`src/rtl/pmci_vdm_ingr_pkg.sv`:
```
// Shared definitions for the PMCI VDM ingress AVMM filter: FSM state codes,
// default constants and the request-accept rule.
package pmci_vdm_ingr_pkg;

    typedef logic [2:0] state_t;

    localparam state_t ST_IDLE    = 3'd0;
    localparam state_t ST_WR      = 3'd1;
    localparam state_t ST_RD      = 3'd2;
    localparam state_t ST_ACK     = 3'd3;
    localparam state_t ST_RD_WAIT = 3'd4;
    localparam state_t ST_RD_ERR  = 3'd5;

    localparam logic [31:0] DEF_PASS_ADDR  = 32'h0000_81D0;
    localparam logic [31:0] DEF_ERR_RDDATA = 32'hDEAD_BEEF;

    // Only full-word accesses to the VDM window (any bit at or above csr_awidth set)
    // or to the single pass-through CSR address reach the buffer.
    function automatic logic accept(input logic [31:0] addr,
                                    input logic [3:0]  byteen,
                                    input int unsigned csr_awidth,
                                    input logic [31:0] pass_addr);
        logic in_window;
        in_window = ((addr >> csr_awidth) != 32'd0);
        return (byteen == 4'hF) && (in_window || (addr == pass_addr));
    endfunction

endpackage

```
`src/rtl/pmci_sat_cnt.sv`:
```
// Saturating up-counter with a clear that wins over a same-cycle increment.
module pmci_sat_cnt #(
    parameter int unsigned W = 16
) (
    input  logic         i_clk,
    input  logic         i_reset,
    input  logic         i_clr,
    input  logic         i_inc,
    output logic [W-1:0] o_cnt
);

    logic [W-1:0] r_cnt;

    // Count up, hold at all-ones; clear and reset dominate.
    always_ff @(posedge i_clk) begin
        if (i_reset || i_clr) begin
            r_cnt <= '0;
        end else if (i_inc && (r_cnt != {W{1'b1}})) begin
            r_cnt <= r_cnt + W'(1);
        end
    end

    assign o_cnt = r_cnt;

endmodule

```
`src/rtl/pmci_vdm_ingr_avmm_filter.sv`:
```
// Registered filter between the SPI-slave bridge AVMM master and the MCTP VDM
// buffer ingress slave. Forwards accepted full-word accesses, completes all
// others locally, bounds the single outstanding read with a timeout.
module pmci_vdm_ingr_avmm_filter
    import pmci_vdm_ingr_pkg::*;
#(
    parameter int unsigned INGR_SLV_ADDR_WIDTH = 16,
    parameter int unsigned INGR_SLV_CSR_AWIDTH = 16,
    parameter logic [31:0] PASS_ADDR           = DEF_PASS_ADDR,
    parameter int unsigned RD_TIMEOUT          = 1023,
    parameter logic [31:0] ERR_RDDATA          = DEF_ERR_RDDATA
) (
    input  logic                           i_clk,
    input  logic                           i_reset,
    // Upstream (SPI-slave bridge master)
    input  logic [31:0]                    i_up_addr,
    input  logic                           i_up_write,
    input  logic                           i_up_read,
    input  logic [3:0]                     i_up_byteen,
    input  logic [31:0]                    i_up_wrdata,
    output logic [31:0]                    o_up_rddata,
    output logic                           o_up_rdvld,
    output logic                           o_up_waitreq,
    // Downstream (VDM buffer ingress slave)
    output logic [INGR_SLV_ADDR_WIDTH-1:0] o_dn_addr,
    output logic                           o_dn_write,
    output logic                           o_dn_read,
    output logic [31:0]                    o_dn_wrdata,
    input  logic [31:0]                    i_dn_rddata,
    input  logic                           i_dn_rddvld,
    input  logic                           i_dn_waitreq,
    // Debug
    input  logic                           i_dbg_clr,
    output logic [31:0]                    o_dbg_sts
);

    localparam int unsigned TW = $clog2(RD_TIMEOUT + 1);
    localparam logic [TW-1:0] TMO_LAST = TW'(RD_TIMEOUT - 1);

    state_t                         r_state;
    state_t                         r_after_ack;
    logic [INGR_SLV_ADDR_WIDTH-1:0] r_dn_addr;
    logic [31:0]                    r_wrdata;
    logic                           r_rdvld;
    logic [31:0]                    r_rddata;
    logic [TW-1:0]                  r_rd_cnt;
    logic                           r_sticky;

    logic        w_accept;
    logic        w_idle;
    logic        w_drop_wr;
    logic        w_drop_rd;
    logic        w_timeout;
    logic [15:0] w_drop_wr_cnt;
    logic [14:0] w_drop_rd_cnt;

    assign w_accept  = accept(i_up_addr, i_up_byteen, INGR_SLV_CSR_AWIDTH, PASS_ADDR);
    assign w_idle    = (r_state == ST_IDLE);
    // Write wins when both strobes are high, so a read only counts when write is low.
    assign w_drop_wr = w_idle && i_up_write && !w_accept;
    assign w_drop_rd = w_idle && !i_up_write && i_up_read && !w_accept;
    assign w_timeout = (r_state == ST_RD_WAIT) && !i_dn_rddvld && (r_rd_cnt == TMO_LAST);

    // Main transaction FSM with latched request fields and registered read return.
    always_ff @(posedge i_clk) begin
        if (i_reset) begin
            r_state     <= ST_IDLE;
            r_after_ack <= ST_IDLE;
            r_dn_addr   <= '0;
            r_wrdata    <= '0;
            r_rdvld     <= 1'b0;
            r_rddata    <= '0;
            r_rd_cnt    <= '0;
        end else begin
            r_rdvld <= 1'b0;
            case (r_state)
                ST_IDLE: begin
                    if (i_up_write || i_up_read) begin
                        r_dn_addr <= i_up_addr[INGR_SLV_ADDR_WIDTH+1:2];
                        r_wrdata  <= i_up_wrdata;
                        if (i_up_write) begin
                            r_after_ack <= ST_IDLE;
                            r_state     <= w_accept ? ST_WR : ST_ACK;
                        end else begin
                            r_after_ack <= w_accept ? ST_RD_WAIT : ST_RD_ERR;
                            r_state     <= w_accept ? ST_RD : ST_ACK;
                        end
                    end
                end
                ST_WR: begin
                    if (!i_dn_waitreq) begin
                        r_state <= ST_ACK;
                    end
                end
                ST_RD: begin
                    if (!i_dn_waitreq) begin
                        r_state <= ST_ACK;
                    end
                end
                ST_ACK: begin
                    r_state  <= r_after_ack;
                    r_rd_cnt <= '0;
                end
                ST_RD_WAIT: begin
                    if (i_dn_rddvld) begin
                        r_rdvld  <= 1'b1;
                        r_rddata <= i_dn_rddata;
                        r_state  <= ST_IDLE;
                    end else if (w_timeout) begin
                        r_rdvld  <= 1'b1;
                        r_rddata <= ERR_RDDATA;
                        r_state  <= ST_IDLE;
                    end else begin
                        r_rd_cnt <= r_rd_cnt + TW'(1);
                    end
                end
                ST_RD_ERR: begin
                    r_rdvld  <= 1'b1;
                    r_rddata <= ERR_RDDATA;
                    r_state  <= ST_IDLE;
                end
                default: begin
                    r_state <= ST_IDLE;
                end
            endcase
        end
    end

    // Sticky read-timeout flag; clear beats a same-cycle timeout.
    always_ff @(posedge i_clk) begin
        if (i_reset || i_dbg_clr) begin
            r_sticky <= 1'b0;
        end else if (w_timeout) begin
            r_sticky <= 1'b1;
        end
    end

    pmci_sat_cnt #(
        .W (16)
    ) u_drop_wr_cnt (
        .i_clk   (i_clk),
        .i_reset (i_reset),
        .i_clr   (i_dbg_clr),
        .i_inc   (w_drop_wr),
        .o_cnt   (w_drop_wr_cnt)
    );

    pmci_sat_cnt #(
        .W (15)
    ) u_drop_rd_cnt (
        .i_clk   (i_clk),
        .i_reset (i_reset),
        .i_clr   (i_dbg_clr),
        .i_inc   (w_drop_rd),
        .o_cnt   (w_drop_rd_cnt)
    );

    assign o_up_waitreq = (r_state != ST_ACK);
    assign o_up_rdvld   = r_rdvld;
    assign o_up_rddata  = r_rddata;
    assign o_dn_write   = (r_state == ST_WR);
    assign o_dn_read    = (r_state == ST_RD);
    assign o_dn_addr    = r_dn_addr;
    assign o_dn_wrdata  = r_wrdata;
    assign o_dbg_sts    = {r_sticky, w_drop_rd_cnt, w_drop_wr_cnt};

endmodule

```
`config.mk`:
```
export PLATFORM = sky130hd
export DESIGN_NAME = pmci_vdm_ingr_avmm_filter
export DESIGN_NICKNAME = d
export VERILOG_FILES = /design/src/rtl/pmci_vdm_ingr_pkg.sv /design/src/rtl/pmci_sat_cnt.sv /design/src/rtl/pmci_vdm_ingr_avmm_filter.sv
export SDC_FILE = /design/constraint.sdc
export NUM_CORES = 1
export LEC_CHECK = 0
export CAP_MARGIN = 10
export CORE_MARGIN = 2
export CORE_UTILIZATION = 43
export DETAILED_ROUTE_END_ITERATION = 10
export PLACE_DENSITY = 0.8
export SETUP_SLACK_MARGIN = 0.1
export SLEW_MARGIN = 20
export SYNTH_ARGS = -nofsm -noshare
export SYNTH_HDL_FRONTEND = slang
export SYNTH_SLANG_ARGS = --single-unit
```
`constraint.sdc`:
```
create_clock -name i_clk -period 2.72 [get_ports i_clk]
set_input_delay 0.408 -clock i_clk [delete_from_list [all_inputs] [get_ports i_clk]]
set_output_delay 0.408 -clock i_clk [all_outputs]
set_load 0.01 [all_outputs]
```
==> flow_summary.yaml, run 1 <==
setup_path:
  r2r_slack_ps: 390
  worstPathArrival_ps: 2030
  worst-path-max-fanout: 15
  path_class: "flip-flop to output port"
  worstSetupStartpointType: "flip-flop"
  reg2reg_from: "r_rd_cnt[1]$_SDFFE_PP0P_"
  rr_endpoint: "o_up_rddata[21]$_SDFFE_PP0P_"
  required_ps: 2310
  cp-end-kind: "output port"
  r2r_cells: 6
finish:
  multi_input_area_um2: 2660
  fin_area_um2: 8380
  register_area_um2: 2560
  fillers: 980
  n_antenna_cell: 0
  layout_common_cells: "221 x clkdlybuf4s50_1, 128 x dfxtp_1, 125 x nand2_1"
  nNetsFinal: 1004
  syn_to_final_growth_pct: 55.2
  final_common_cell: "clkdlybuf4s50_1"
  drive_gt1_share_pct: 6.08
sta:
  setup_viol: 0
  worstMarginPinSlew_ps: 961
  rsz0062_at_grt: "false"
  finalCritPeriodShare_pct: 89.8
  timing.fmax_mhz: 409
  layout_min_cycle_time_ps: 2440
  slew_headroom_pct: 36.0
  hold_slack_ps: 410
  drv_slew: 0
  hold_viol_final: 0
  finalClockSkew_ps: 4.19
synth:
  synth_fa_ha_area_share_pct: 0.927
  syn_avg_cell_area_um2: 8.00
  synthesis.area_um2: 5400
  netlist-cell-type-count: 50
  ys_seq_elements: 128
  syn_nets: 786
  synth_compound_area_share_pct: 14.3
  ys_seq_area_share_pct: 47.4
  netlist_instances: 675
  ys.flop_type: "dfxtp_1"
  synth_top_family_by_area: "simple AND/OR/NAND/NOR gates"
  ys_warn_count: 0
  synth.area.mux_share_pct: 1.11
  synthXorXnorAreaFrac_pct: 1.46
  synth_edf_count: 0
  ys_async_sr_fraction_pct: 0
  yosys.area_share.simple_pct: 30.9
detailed_routing:
  wirelength_mm: 17.8
  drtAntennaViolNets: 0
  drt_first_pass_iters: 6
  vias: 5871
  avgRoutedWirePerCell_um: 16.5
  drtIter0Drc: 502
  via_per_inst: 5.47
  post-route-drc-count: 0
worst_hold_path:
  hold_class: "primary input to flip-flop"
  min_to: "u_drop_rd_cnt.o_cnt[6]$_SDFFE_PP0P_"
  hold_start: "i_reset"
  min_path_cells: 4
global_routing:
  globalRouteTotalUtil_pct: 26.0
  grt_pass1_vias: 5665
  grt_max_degree: 55
  grt_pass1_wl_mm: 27.4
  antenna_found_initial: 0
  grt-ovfl-total: 0
pwr:
  p_per_area_nw_per_um2: 697
  intPower_w: 0.00411
  p_leak_nw: 2.96
  p_sw_w: 0.00173
  switching_share_pct: 29.6
  vdd_drop_max_uv: 434
  p_seq_share_pct: 38.2
  clkPwrFrac_pct: 36.0
  p_total_w: 0.00584
  p_comb_share_pct: 25.8
clock_network:
  cts.htree.levels: 4
  clk_pin_slew_ps: 50
  cts_made_buffers: 17
  cts_num_sinks: 128
  ctsHoldBuffers: 0
  root_buffer: "clkbuf_16"
  clock_path_buffers: 2
  cts_tree: "built"
  clk_latency_ps: 410
floorplan:
  ios: 223
  die_width_um: 116
  placement_rows: 40
  start_util_pct: 44.6
  die_y_um: 116
  dieArea_um2: 13500
  fp.coreArea_um2: 12100
place:
  post_dp_cell_area_um2: 7840
  io_buffers: 222
  place.gp.congestion: 0.840
  place_hpwl_mm: 13.0
status:
  outcome: "complete, no violations"
flow_run:
  maxCapViolCount: 0
==> registers in the layout (all words and copies together), names as in the netlist <==
name / count
u_drop_wr_cnt.o_cnt: 16
r_state: 3
o_dn_wrdata: 32
o_dn_addr: 16
r_after_ack: 2
r_rd_cnt: 10
o_up_rddata: 32
u_drop_rd_cnt.o_cnt: 15
r_sticky: 1
o_up_rdvld: 1
==> critical path: stages, from the launching register on <==
cell             delay [ps]
dfxtp_1                 600
nor2_1                  120
inv_1                   290
clkdlybuf4s50_1         610
==> worst max-delay path by stage <==
stage	endpoint	slack, ps	start	cells after the start
global placement	u_drop_wr_cnt.o_cnt[3]$_SDFFE_PP0P_	-140	i_up_addr[10]	9
floorplan	u_drop_wr_cnt.o_cnt[7]$_SDFFE_PP0P_	670	i_up_addr[10]	7
CTS	u_drop_wr_cnt.o_cnt[1]$_SDFFE_PP0P_	200	i_up_addr[13]	9
finish	o_up_waitreq	280	r_state[2]$_SDFFE_PP0P_	3
global route	o_up_waitreq	160	r_state[1]$_SDFFE_PP0P_	4
detailed placement	u_drop_wr_cnt.o_cnt[3]$_SDFFE_PP0P_	-200	i_up_addr[10]	9
==> Yosys cell counts, types with 2 or more instances <==
master    count  share of area, %
dfxtp_1     128                47
nand2_1     125               8.7
nor2_1       92               6.4
a21oi_1      72               6.7
nor3_1       35               3.2
clkbuf_1     30               2.1
nand3_1      18               1.7
nand4_1      15               1.7
o31ai_1      11               1.5
or4_1        11               1.5
a22oi_1      10               1.4
nor4_1       10               1.2
or3_1        10               1.2
xnor2_1       8               1.3
and3_1        7              0.81
and4_1        7               1.1
buf_4         6              0.83
mux2i_1       6               1.1
a211oi_1      5              0.70
inv_1         5              0.35
buf_1         4              0.28
ha_1          4              0.93
nand4b_1      4              0.65
o21ai_0       4              0.37
or4b_1        4              0.74
a31oi_1       3              0.35
buf_2         3              0.28
nand2b_1      3              0.35
o211ai_1      3              0.42
o21a_1        3              0.42
o41ai_1       3              0.49
a31o_2        2              0.32
a41o_1        2              0.37
and2_1        2              0.23
nor2b_1       2              0.23
nor4b_1       2              0.32
o21ai_1       2              0.19
o31a_1        2              0.32
==> per-layer routing <==
metal / routed length (um) / GRT usage (%) / vias to the layer above
met5: 0 / 0 / -
met2: 8940 / 44.6 / 286
li1: - / - / 2824
met1: 6810 / 29.4 / 2727
met3: 1640 / 9.73 / 34
met4: 353 / 9.84 / 0
==> power by group through the flow <==
stage	logic (W)	clock network, W	registers (W)
after global placement	0.00148	0	0.00225
after CTS	0.00152	0.00214	0.00223
after floorplan	0.000680	0	0.00230
final	0.00151	0.00210	0.00223
after detailed placement	0.00151	0	0.00227
after global routing	0.00164	0.00222	0.00226
==> cell families after synthesis <==
family / count (synthesis)
simple gates: 353
flops: 128
fa+ha+maj: 4
mux: 6
buf+inv: 48
xor+xnor: 9
compound gates: 127
==> metrics by stage <==
step / setup WS [ps] / std cells / TNS (ps) / util [%]
2_1_floorplan: 668 / 675 / 0 / -
3_3_place_gp: -144 / 1042 / -1370 / 64.7
3_5_place_dp: -200 / 1042 / -2310 / 64.7
4_1_cts: 202 / 1073 / 0 / 69.2
5_1_grt: 155 / 1073 / 0 / 69.2
6_report: 277 / 1073 / 0 / 69.2
==> cell type report <==
cell class,count,share of cell area [%]
Inverter,5,0.224
Multi-Input combinational cell,499,31.7
Clock inverter,6,0.686
Tap cell,168,2.51
Sequential cell,128,30.6
Timing Repair Buffer,242,28.5
Clock buffer,25,5.79
==> timing repair <==
| action | CTS | global route |
|---|---|---|
| endpoints found under the setup margin | 0 | 1 |
| buffers inserted | 0 | 0 |
| gates resized for setup | 0 | 1 |
No activity file was read; power rests on OpenSTA's default activity.
==> run 2: changes to the inputs <==
--- a/config.mk
+++ b/config.mk
@@ -11,7 +11,6 @@
 export DETAILED_ROUTE_END_ITERATION = 10
 export PLACE_DENSITY = 0.8
 export SETUP_SLACK_MARGIN = 0.1
-export SLEW_MARGIN = 20
 export SYNTH_ARGS = -nofsm -noshare
 export SYNTH_HDL_FRONTEND = slang
 export SYNTH_SLANG_ARGS = --single-unit
==> results of run 2 <==
No change in the layout: final DEF, timing and power equal those of run 1.
==> run 3: changes to the inputs <==
--- a/config.mk
+++ b/config.mk
@@ -7,9 +7,11 @@
 export LEC_CHECK = 0
 export CAP_MARGIN = 10
 export CORE_MARGIN = 2
-export CORE_UTILIZATION = 43
+export CORE_UTILIZATION = 60
 export DETAILED_ROUTE_END_ITERATION = 10
-export PLACE_DENSITY = 0.8
+export DONT_BUFFER_PORTS = 1
+export GPL_TIMING_DRIVEN = 1
+export PLACE_DENSITY = 0.76
 export SETUP_SLACK_MARGIN = 0.1
 export SYNTH_ARGS = -nofsm -noshare
 export SYNTH_HDL_FRONTEND = slang
==> run 3 against run 2 <==
Compared with the run above: first-iteration DRC count shrank 57%; utilization increased by 0.37 points; flip-flop and latch count unchanged; clock-buffer cell count down 7; highest routed layer unchanged; wire length fell by 20%; register-to-register slack lost 70 ps; largest cell class unchanged; largest power group unchanged; maximum frequency grew 1.8%; worst setup slack better by 44 ps.
==> flow_summary.yaml, run 3 (synthesis gave the netlist of run 1 again) <==
pwr:
  p_comb_share_pct: 15.7
  switching_share_pct: 32.4
  p_per_area_nw_per_um2: 882
  p_sw_w: 0.00174
  intPower_w: 0.00362
  p_seq_share_pct: 43.9
  p_leak_nw: 2.11
  clkPwrFrac_pct: 40.4
  vdd_drop_max_uv: 484
sta:
  rsz0062_at_grt: "false"
  finalCritPeriodShare_pct: 88.2
  hold_viol_final: 0
  timing.fmax_mhz: 417
  setup_viol: 0
  slew_headroom_pct: 44.1
  finalClockSkew_ps: 8.49
  layout_min_cycle_time_ps: 2400
  worstMarginPinSlew_ps: 833
  finalSetupTns_ps: 0
  drv_slew: 0
finish:
  fillers: 734
  final_common_cell: "dfxtp_1"
  drive_gt1_share_pct: 7.68
  fin_cells: 785
  fin_area_um2: 6070
  syn_to_final_growth_pct: 12.4
  n_antenna_cell: 0
  nNetsFinal: 775
  layout_common_cells: "128 x dfxtp_1, 125 x nand2_1, 92 x nor2_1"
detailed_routing:
  vias: 4939
  drtAntennaViolNets: 0
  dr_wl_met3_mm: 1.47
  via_per_inst: 6.29
  post-route-drc-count: 0
  wirelength_mm: 14.1
  drt_first_pass_iters: 5
  drtIter0Drc: 218
  routed.top_layer: "met4"
  drt-met1-wl_mm: 5.52
  avgRoutedWirePerCell_um: 18.0
  route.met2.wl_mm: 6.97
floorplan:
  ios: 223
  dieArea_um2: 9780
  start_util_pct: 61.9
  die_width_um: 98.9
  fp.coreArea_um2: 8720
  die_y_um: 98.9
  placement_rows: 34
global_routing:
  grt_pass1_vias: 4622
  globalRouteTotalUtil_pct: 27.7
  grt_pass1_wl_mm: 22.1
  grt_max_degree: 88
  antenna_found_initial: 0
  grt-ovfl-total: 0
clock_network:
  cts_setup_buffers: 0
  root_buffer: "clkbuf_8"
  clk_pin_slew_ps: 70
  cts_made_buffers: 17
  clock_path_buffers: 2
  cts_num_sinks: 128
  cts.htree.levels: 4
  cts_resized: 0
  clk_latency_ps: 500
  cts_tree: "built"
setup_path:
  path_class: "flip-flop to flip-flop"
  crit_chain: "nor4b_1 > o31ai_1 > buf_4 > a2111oi_0 > xnor2_1 > nor2_1"
  required_ps: 3110
  critPathMaxStageDelay_ps: 640
  critical_path.top_delay_family: "compound AO/OA/AOI/OAI gates"
  critPathSlowestCell: "a2111oi_0"
  worst-path-max-fanout: 13
  path_buf_inv: 1
  worstPathArrival_ps: 2790
  worstSetupStartpointType: "flip-flop"
  cp-end-kind: "flip-flop"
status:
  outcome: "complete, no violations"
place:
  place_hpwl_mm: 9.83
  place.gp.congestion: 0.847
  io_buffers: 0
  post_dp_cell_area_um2: 5450
  dp_cells: 751
worst_hold_path:
  hold_class: "primary input to flip-flop"
flow_run:
  maxCapViolCount: 0
==> run 3: cell types whose count changed in the layout (fill, tap and decap cells not counted), sizes merged <==
| cell | delta |
|---|---|
| clkdlybuf4s50 | -221 |
| inv | +7 |
| clkinvlp | +3 |
| clkbuf | -7 |
| buf | -8 |
| clkinv | -2 |
==> run 3: timing repair <==
item,4_1_cts,5_1_grt
endpoints found under the setup margin,0,0
hold endpoints to repair,87,0
hold buffers,1,0
==> run 3: power groups by stage <==
stage | Combinational [W] | Sequential [W] | Clock, W
after global routing | 0.000945 | 0.00237 | 0.00227
after CTS | 0.000801 | 0.00235 | 0.00219
after detailed placement | 0.000775 | 0.00239 | 0
after global placement | 0.000747 | 0.00238 | 0
after floorplan | 0.000680 | 0.00230 | 0
final | 0.000840 | 0.00235 | 0.00216
==> run 3: path summary, 6_finish.rpt <==
path                                             startpoint                          to  slack (ps)  depth (start not counted)
worst max-delay path                r_state[1]$_SDFFE_PP0P_    r_rd_cnt[9]$_SDFFE_PP0P_         320                          6
worst min-delay path                          i_up_addr[16]  o_dn_addr[14]$_SDFFE_PP0P_          30                          2
worst max register to register      r_state[1]$_SDFFE_PP0P_    r_rd_cnt[9]$_SDFFE_PP0P_         320                          6
worst min register to register  r_after_ack[2]$_SDFFE_PP0P_     r_state[2]$_SDFFE_PP0P_         470                          2
==> run 3: area by class of cell <==
class                           instances  area, um^2  share of cell area [%]
Multi-Input combinational cell        499        2650                    43.7
Sequential cell                       128        2560                    42.2
Clock buffer                           18         428                    7.05
Clock inverter                         14         144                    2.37
Tap cell                              108         135                    2.23
Timing Repair Buffer                   13         130                    2.14
Inverter                                5        18.8                   0.309
==> run 3: routing by layer <==
layer	track usage, %	up-vias
li1	-	2372
met1	33.5	2293
met2	46.8	252
met3	9.57	22
met4	8.43	0
met5	0	-
==> run 3: stage by stage <==
step	utilization (%)	setup WS (ps)	total power (W)	hold slack [ps]
4_1_cts	69.4	329	0.00534	12.3
3_5_place_dp	62.5	295	0.00317	451
3_3_place_gp	62.5	375	0.00313	445
2_1_floorplan	-	668	0.00298	438
6_report	69.6	321	0.00536	27.3
5_1_grt	69.6	164	0.00558	16.1
